File: config.mk
export PLATFORM = sky130hd
export DESIGN_NAME = lsu_rsp_replay
export DESIGN_NICKNAME = d
export VERILOG_FILES = /design/src/rtl/lsu_rsp_replay.sv
export SDC_FILE = /design/constraint.sdc
export NUM_CORES = 1
export LEC_CHECK = 0
export BUFFER_PORTS_ARGS = -buffer_cell sky130_fd_sc_hd__clkbuf_2
export CAP_MARGIN = 20
export CORE_MARGIN = 5
export CORE_UTILIZATION = 35
export CTS_CLUSTER_SIZE = 12
export DETAILED_ROUTE_END_ITERATION = 6
export GPL_TIMING_DRIVEN = 1
export PLACE_DENSITY = 0.65
export SYNTH_ARGS = -nofsm -noshare
export SYNTH_HDL_FRONTEND = slang
export SYNTH_SLANG_ARGS = --single-unit
File: constraint.sdc
create_clock -name clk -period 4.4 [get_ports clk]
set_clock_uncertainty 0.2 [all_clocks]
set_input_delay 0.44 -clock clk [delete_from_list [all_inputs] [get_ports clk]]
set_output_delay 0.44 -clock clk [all_outputs]
set_load 0.02 [all_outputs]
File: src/rtl/lsu_rsp_replay.sv
// Captures master-core LSU ICB responses and replays them in order to the shadow core's AGU.
// Optional master/shadow command comparison is built when LSU_RSP_REPLAY_CMD_CHK_EN is defined.
module lsu_rsp_replay #(
   parameter int DEPTH = 4,
   parameter int DW    = 32,
   parameter int AW    = 32
) (
   input  logic                     clk,
   input  logic                     rst,
   input  logic                     flush,
   input  logic                     mst_rsp_fire,
   input  logic                     mst_rsp_err,
   input  logic                     mst_rsp_excl_ok,
   input  logic [DW-1:0]            mst_rsp_rdata,
   input  logic                     mst_cmd_fire,
   input  logic [AW-1:0]            mst_cmd_addr,
   input  logic                     mst_cmd_read,
   input  logic                     shd_icb_cmd_valid,
   output logic                     shd_icb_cmd_ready,
   input  logic [AW-1:0]            shd_icb_cmd_addr,
   input  logic                     shd_icb_cmd_read,
   output logic                     shd_icb_rsp_valid,
   input  logic                     shd_icb_rsp_ready,
   output logic                     shd_icb_rsp_err,
   output logic                     shd_icb_rsp_excl_ok,
   output logic [DW-1:0]            shd_icb_rsp_rdata,
   output logic [$clog2(DEPTH):0]   rsp_cnt,
   output logic                     ovf_err,
   output logic                     cmd_mismatch
);
   localparam int          PW   = $clog2(DEPTH);
   localparam logic [PW:0] FULL = (PW+1)'(DEPTH);

   typedef struct packed {
      logic          err;
      logic          excl_ok;
      logic [DW-1:0] rdata;
   } rsp_ent_t;

   rsp_ent_t      rsp_mem [DEPTH];
   rsp_ent_t      head;
   logic [PW-1:0] wptr, rptr;
   logic [PW:0]   pend_cnt;
   logic          cmd_avail, cmd_drop, cmd_acc;
   logic          rsp_push, rsp_pop, rsp_drop;

   assign shd_icb_cmd_ready = (pend_cnt < FULL) & ~flush & cmd_avail;
   assign cmd_acc           = shd_icb_cmd_valid & shd_icb_cmd_ready;
   assign shd_icb_rsp_valid = ~flush & (pend_cnt != '0) & (rsp_cnt != '0);
   assign rsp_pop           = shd_icb_rsp_valid & shd_icb_rsp_ready;
   // a full FIFO still takes a push when its head leaves in the same cycle
   assign rsp_push          = mst_rsp_fire & ~flush & ((rsp_cnt != FULL) | rsp_pop);
   assign rsp_drop          = mst_rsp_fire & ~flush & ~rsp_push;

   assign head                = (rsp_cnt != '0) ? rsp_mem[rptr] : '0;
   assign shd_icb_rsp_err     = head.err;
   assign shd_icb_rsp_excl_ok = head.excl_ok;
   assign shd_icb_rsp_rdata   = head.rdata;

   always_ff @(posedge clk) begin
      if (rsp_push) rsp_mem[wptr] <= {mst_rsp_err, mst_rsp_excl_ok, mst_rsp_rdata};
   end

   always_ff @(posedge clk or posedge rst) begin
      if (rst) begin
         wptr     <= '0;
         rptr     <= '0;
         rsp_cnt  <= '0;
         pend_cnt <= '0;
         ovf_err  <= 1'b0;
      end else if (flush) begin
         wptr     <= '0;
         rptr     <= '0;
         rsp_cnt  <= '0;
         pend_cnt <= '0;
         ovf_err  <= 1'b0;
      end else begin
         if (rsp_push) wptr <= wptr + 1'b1;
         if (rsp_pop)  rptr <= rptr + 1'b1;
         case ({rsp_push, rsp_pop})
            2'b10:   rsp_cnt <= rsp_cnt + 1'b1;
            2'b01:   rsp_cnt <= rsp_cnt - 1'b1;
            default: ;
         endcase
         case ({cmd_acc, rsp_pop})
            2'b10:   pend_cnt <= pend_cnt + 1'b1;
            2'b01:   pend_cnt <= pend_cnt - 1'b1;
            default: ;
         endcase
         if (rsp_drop | cmd_drop) ovf_err <= 1'b1;
      end
   end

`ifdef LSU_RSP_REPLAY_CMD_CHK_EN
   logic [AW:0]   cmd_mem [DEPTH];
   logic [PW-1:0] cwptr, crptr;
   logic [PW:0]   ccnt;
   logic          cmd_push, mism;

   assign cmd_avail    = (ccnt != '0);
   assign cmd_push     = mst_cmd_fire & ~flush & ((ccnt != FULL) | cmd_acc);
   assign cmd_drop     = mst_cmd_fire & ~flush & ~cmd_push;
   assign cmd_mismatch = mism;

   always_ff @(posedge clk) begin
      if (cmd_push) cmd_mem[cwptr] <= {mst_cmd_read, mst_cmd_addr};
   end

   always_ff @(posedge clk or posedge rst) begin
      if (rst) begin
         cwptr <= '0;
         crptr <= '0;
         ccnt  <= '0;
         mism  <= 1'b0;
      end else if (flush) begin
         cwptr <= '0;
         crptr <= '0;
         ccnt  <= '0;
         mism  <= 1'b0;
      end else begin
         if (cmd_push) cwptr <= cwptr + 1'b1;
         if (cmd_acc) begin
            crptr <= crptr + 1'b1;
            if (cmd_mem[crptr] != {shd_icb_cmd_read, shd_icb_cmd_addr}) mism <= 1'b1;
         end
         case ({cmd_push, cmd_acc})
            2'b10:   ccnt <= ccnt + 1'b1;
            2'b01:   ccnt <= ccnt - 1'b1;
            default: ;
         endcase
      end
   end
`else
   logic unused_cmd;
   assign cmd_avail    = 1'b1;
   assign cmd_drop     = 1'b0;
   assign cmd_mismatch = 1'b0;
   assign unused_cmd   = &{1'b0, mst_cmd_fire, mst_cmd_addr, mst_cmd_read,
                           shd_icb_cmd_addr, shd_icb_cmd_read};
`endif

endmodule

# After elaboration in Yosys (flattened, before gate mapping)
# Memories as Yosys holds them, arrays and structs flattened.
# Index checks and enable logic that the tools add are counted.
# W data, S select, Z words.
[op_classes]
addsub = 6
n_lt_le_gt_ge = 1
n_eq_ne = 5
mux = 13
bitwise_logic = 11
reduce_logical = 7
[ops]
columns = ["cell", "count"]
rows = [
  ["$mux W34", 1],
  ["$pmux W3 S2", 2],
  ["$reduce_bool A3 Y1", 4],
  ["$and A1 B1 Y1", 8],
  ["$mux W2", 4],
  ["$add A3 B1 Y3 const B", 2],
  ["$mux W3", 2],
  ["$reduce_bool A2 Y1", 3],
  ["$sub A3 B1 Y3 const B", 2],
  ["$add A2 B1 Y2 const B", 2],
  ["$eq A2 B1 Y1 const B", 2],
  ["$eq A2 B2 Y1 const B", 2],
  ["$mux W1", 4],
  ["$lt A3 B3 Y1 const B", 1],
  ["$ne A3 B3 Y1 const B", 1],
  ["$not A1 Y1", 2],
  ["$or A1 B1 Y1", 1],
]
[totals]
reg_bits = 11
ram_bits = 136
inputBits = 107
output_inout_bits = 41
word_cells = 49
n_memories = 1
[memory_table]
columns = ["memory", "depth", "word_bits", "read_ports", "rd_ports_with_merged_regs", "write_ports", "line_no", "rtl"]
rows = [
  ["rsp_mem", 4, 34, 1, 0, 1, "40", "rsp_ent_t rsp_mem [DEPTH];"],
]

# Longest topological paths before layout
[logic_depth]
ltp_word = 10
ltp_mapped = 8
mapped_depth_nobuf = 8

# Worst setup path after synthesis
# OpenSTA, ideal clock, no wires.
[synth_path]
path_kind = "reg-to-reg"
startpoint = "reg rsp_cnt[0]"
endpoint = "mem rsp_mem[0][0] (netlist name) (enable)"
setup_time_ns = 0.394
arrival_ns = 1.982
t_required_ns = 3.806
setup_slack_ns = 1.824
stages_incl_launch_ff = 5
n_path_buf = 0
period_less_slack_ns = 2.576
path_cell_list = "dfrtp_1 nor2_1 o211a_1 nor3_1 and2_1"
[synth_via]
elab_chain_len = 7
word_cells_on_any_way = 8
classes_between = "eq/ne: 1; mux: 2; bitwise: 4; reduce/logical: 1"
[synth_lines]
columns = ["item", "line_no", "rtl"]
rows = [
  ["from (decl)", "27", "output logic [$clog2(DEPTH):0] rsp_cnt,"],
  ["from (signal assigned)", "81", "2'b10: rsp_cnt <= rsp_cnt + 1'b1;"],
  ["from (signal assigned)", "82", "2'b01: rsp_cnt <= rsp_cnt - 1'b1;"],
  ["$reduce_bool A3 Y1", "49", "assign shd_icb_rsp_valid = ~flush & (pend_cnt != '0) & (rsp_cnt != '0);"],
  ["$and A1 B1 Y1", "49", ""],
  ["$and A1 B1 Y1", "50", "assign rsp_pop = shd_icb_rsp_valid & shd_icb_rsp_ready;"],
  ["$or A1 B1 Y1 *", "52", "assign rsp_push = mst_rsp_fire & ~flush & ((rsp_cnt != FULL) | rsp_pop);"],
  ["$and A1 B1 Y1 *", "52", ""],
  ["$mux W1 *", "61", "if (rsp_push) rsp_mem[wptr] <= {mst_rsp_err, mst_rsp_excl_ok, mst_rsp_rdata};"],
  ["$mux W1 (implied by the code) *", "61", ""],
  ["to (decl)", "40", ""],
]
# Every way passes the cells marked *; elsewhere a longest branch is shown, timed or not.

# Final worst setup path
[layout_path]
startpoint = "reg rptr[0]"
endpoint = "out shd_icb_rsp_rdata[2]"
[layout_via]
elab_chain_len = 2
[layout_lines]
columns = ["item", "line_no", "rtl"]
rows = [
  ["from (decl)", "42", "logic [PW-1:0] wptr, rptr;"],
  ["from (signal assigned)", "79", "if (rsp_pop) rptr <= rptr + 1'b1;"],
  ["$mem_v2 Z4 W34", "--", ""],
  ["$mux W34", "55", "assign head = (rsp_cnt != '0) ? rsp_mem[rptr] : '0;"],
  ["to (decl)", "26", "output logic [DW-1:0] shd_icb_rsp_rdata,"],
]
# No other way between the ends.

==> impl_metrics.env <==
export IMPL_maxSlewHeadroom=0.3346
export IMPL_avgViaCountPerCell=4.920
export IMPL_setup_ws_ns=1.465
export IMPL_ys_flop_type="edfxtp_1"
export IMPL_rsz0062_at_grt="false"
export IMPL_drc=0
export IMPL_dieArea_um2=19730
export IMPL_critPathLaunchType="flip-flop"
export IMPL_multi_input_area_um2=1510
export IMPL_synth_area_leaders="edfxtp_1, mux4_2, dfrtp_1"
export IMPL_coreArea_um2=16640
export IMPL_cts_buffers=17
export IMPL_path_cells="buf_4 > mux4_2 > and2_1 > clkbuf_2"
export IMPL_cp_end_kind="primary output"
export IMPL_synth_edff_count=136
export IMPL_drive_gt1_frac=0.3882
export IMPL_dp_slack_ns=1.381
export IMPL_wirelength_mm=11.37
export IMPL_ctsHoldBuffers=1
export IMPL_syn_inst=308
export IMPL_layout_common_cells="edfxtp_1, clkbuf_2, mux4_2, and2_1, clkbuf_16"
export IMPL_h_tree_depth=4
export IMPL_drtIter0Drc=170
export IMPL_asyncSetResetFlopFracSynth=0.07483
export IMPL_cp_slowest_cell="buf_4"
export IMPL_finalCritPeriodShare=0.6670
export IMPL_p_total_w=0.003311
export IMPL_stdcell_area_um2=7222
export IMPL_place_gp_congestion=0.7846
export IMPL_track_usage=0.1225
export IMPL_hold_viol=0
export IMPL_drv_cap=0
export IMPL_critPathBufInv=2
export IMPL_yosys_area_top_type="edfxtp_1"
export IMPL_root_buffer="clkbuf_16"
export IMPL_grt_max_degree=37
export IMPL_area_growth_syn_to_layout_pct=21.21
export IMPL_cts_tree="done"
export IMPL_fmax_mhz=340.8
export IMPL_grt_pass1_vias=3416
export IMPL_overflow=0
export IMPL_grt_pass1_wl_mm=18.32
export IMPL_synth_area_um2=5958
export IMPL_nets=507
export IMPL_hp_class="in -> reg"
export IMPL_port_buffers=79
export IMPL_cts_sinks=147
export IMPL_dp_cells=594
export IMPL_ant_nets=0
export IMPL_routedWlPerCell_um=18.14
export IMPL_ir_drop_uv=262.1
export IMPL_power_leakage_nw=2.526
export IMPL_final_instance_count_excl_fill=627
export IMPL_status="finished clean"
export IMPL_cts_setup_buffers=0
export IMPL_dp_hpwl_mm=6.801
export IMPL_drtPass1Iterations=4
export IMPL_max_stage_delay_ns=0.58
export IMPL_cp_max_fo=36
export IMPL_synth_seq_area_share=0.7316
export IMPL_final_setup_viol_count=0
export IMPL_initial_core_util=0.3580
export IMPL_syn_nets=421
export IMPL_io_pins=148
export IMPL_clockBufferDepth=2
export IMPL_critical_path_top_delay_family="buffers and inverters"
export IMPL_diodes=0
export IMPL_clk_latency_ns=0.42
export IMPL_final_common_cell="edfxtp_1"
export IMPL_seqCellArea_um2=4362
export IMPL_final_max_slew_viol_count=0
export IMPL_die_w_um=140.5
export IMPL_worstMarginPinSlew_ns=0.9981
export IMPL_synth_top_cell_area_share=0.6854
export IMPL_dpl_cell_area_um2=6596
export IMPL_synth_seq_cells=147
export IMPL_finalCriticalPeriod_ns=2.935
export IMPL_ys_types=44
export IMPL_synth_warning_count=0
export IMPL_power_density_nw_per_um2=458.4
export IMPL_path_class="reg -> out"
export IMPL_fp_dieH_um=140.5
export IMPL_rows=47
export IMPL_num_vias=3085
export IMPL_avgSynthCellArea_um2=19.34
export IMPL_n_fill_cell=1451
export IMPL_path_clk_slew_ns=0.06
export IMPL_setup_tns_ns=0
export IMPL_worstPathRequired_ns=3.76
export IMPL_critPathArrivalTime_ns=2.29
export IMPL_antenna_found_initial=0
export IMPL_cts_resized=0
-- flip-flops by register name (all words and copies together) (netlist names) --
name      count
rsp_mem     136
wptr          2
pend_cnt      3
ovf_err       1
rsp_cnt       3
rptr          2
-- worst paths after layout --
path / startpoint / end / slack [ns] / cells after the start
max reg2reg: pend_cnt[0] / rsp_cnt[2] / 1.70 / 8
min: mst_rsp_rdata[6] / rsp_mem[0][6] / 0.04 / 1
min in group asynchronous: rst / pend_cnt[2] / 0.35 / 3
max: rptr[0] / shd_icb_rsp_rdata[2] / 1.47 / 4
max in group asynchronous: rst / rptr[1] / 3.30 / 3
min reg2reg: ovf_err / ovf_err / 0.30 / 2
-- metrics by stage --
step | hold slack [ns] | utilization
2_1_floorplan | 0.09244 | -
3_3_place_gp | 0.2399 | 0.3947
3_5_place_dp | 0.2463 | 0.3964
4_1_cts | 0.02156 | 0.4340
5_1_grt | 0.02333 | 0.4340
6_report | 0.03911 | 0.4340
-- power by group --
part / total [W] / internal [W] / switching (W)
combinational: 0.000249 / 0.0000965 / 0.000152
clock: 0.00148 / 0.000949 / 0.000531
sequential: 0.00158 / 0.00157 / 0.0000157
total: 0.00331 / 0.00261 / 0.000699
-- area by class of cell --
| cell class | count | share of cell area |
|---|---|---|
| sequential | 147 | 0.6039 |
| clock inverter | 9 | 0.01767 |
| inverter | 5 | 0.002599 |
| timing repair buffer | 82 | 0.06098 |
| clock buffer | 23 | 0.06757 |
| tap | 220 | 0.03812 |
| multi-input combinational | 141 | 0.2091 |
-- cell usage after synthesis, types with 5 or more instances --
cell,count
a21oi_1,9
and2_1,38
clkbuf_1,7
dfrtp_1,11
edfxtp_1,136
inv_1,5
mux4_2,34
nor2_1,6
nor3_1,7
o21ai_0,5
-- routing by layer --
metal | wire length (um) | up-vias | track usage
li1 | - | 1403 | -
met2 | 5787 | 90 | 0.2021
met5 | 0 | - | 0
met1 | 4858 | 1581 | 0.1506
met4 | 140 | 0 | 0.04335
met3 | 585 | 11 | 0.04192
-- logic make-up (layout without fill, tap and decap cells) --
group	after synthesis	count (layout)	share of synthesized area
AO/OA/AOI/OAI	23	23	0.02541
AND/OR/NAND/NOR	73	73	0.07686
flip-flops	147	147	0.7316
buffers and inverters	20	119	0.01575
multiplexers	35	35	0.1302
XOR/XNOR	3	3	0.004411
other	1	1	0.0006294
adder cells (fa/ha/maj)	6	6	0.01512
Note: power is estimated with default switching activity, not from simulation.
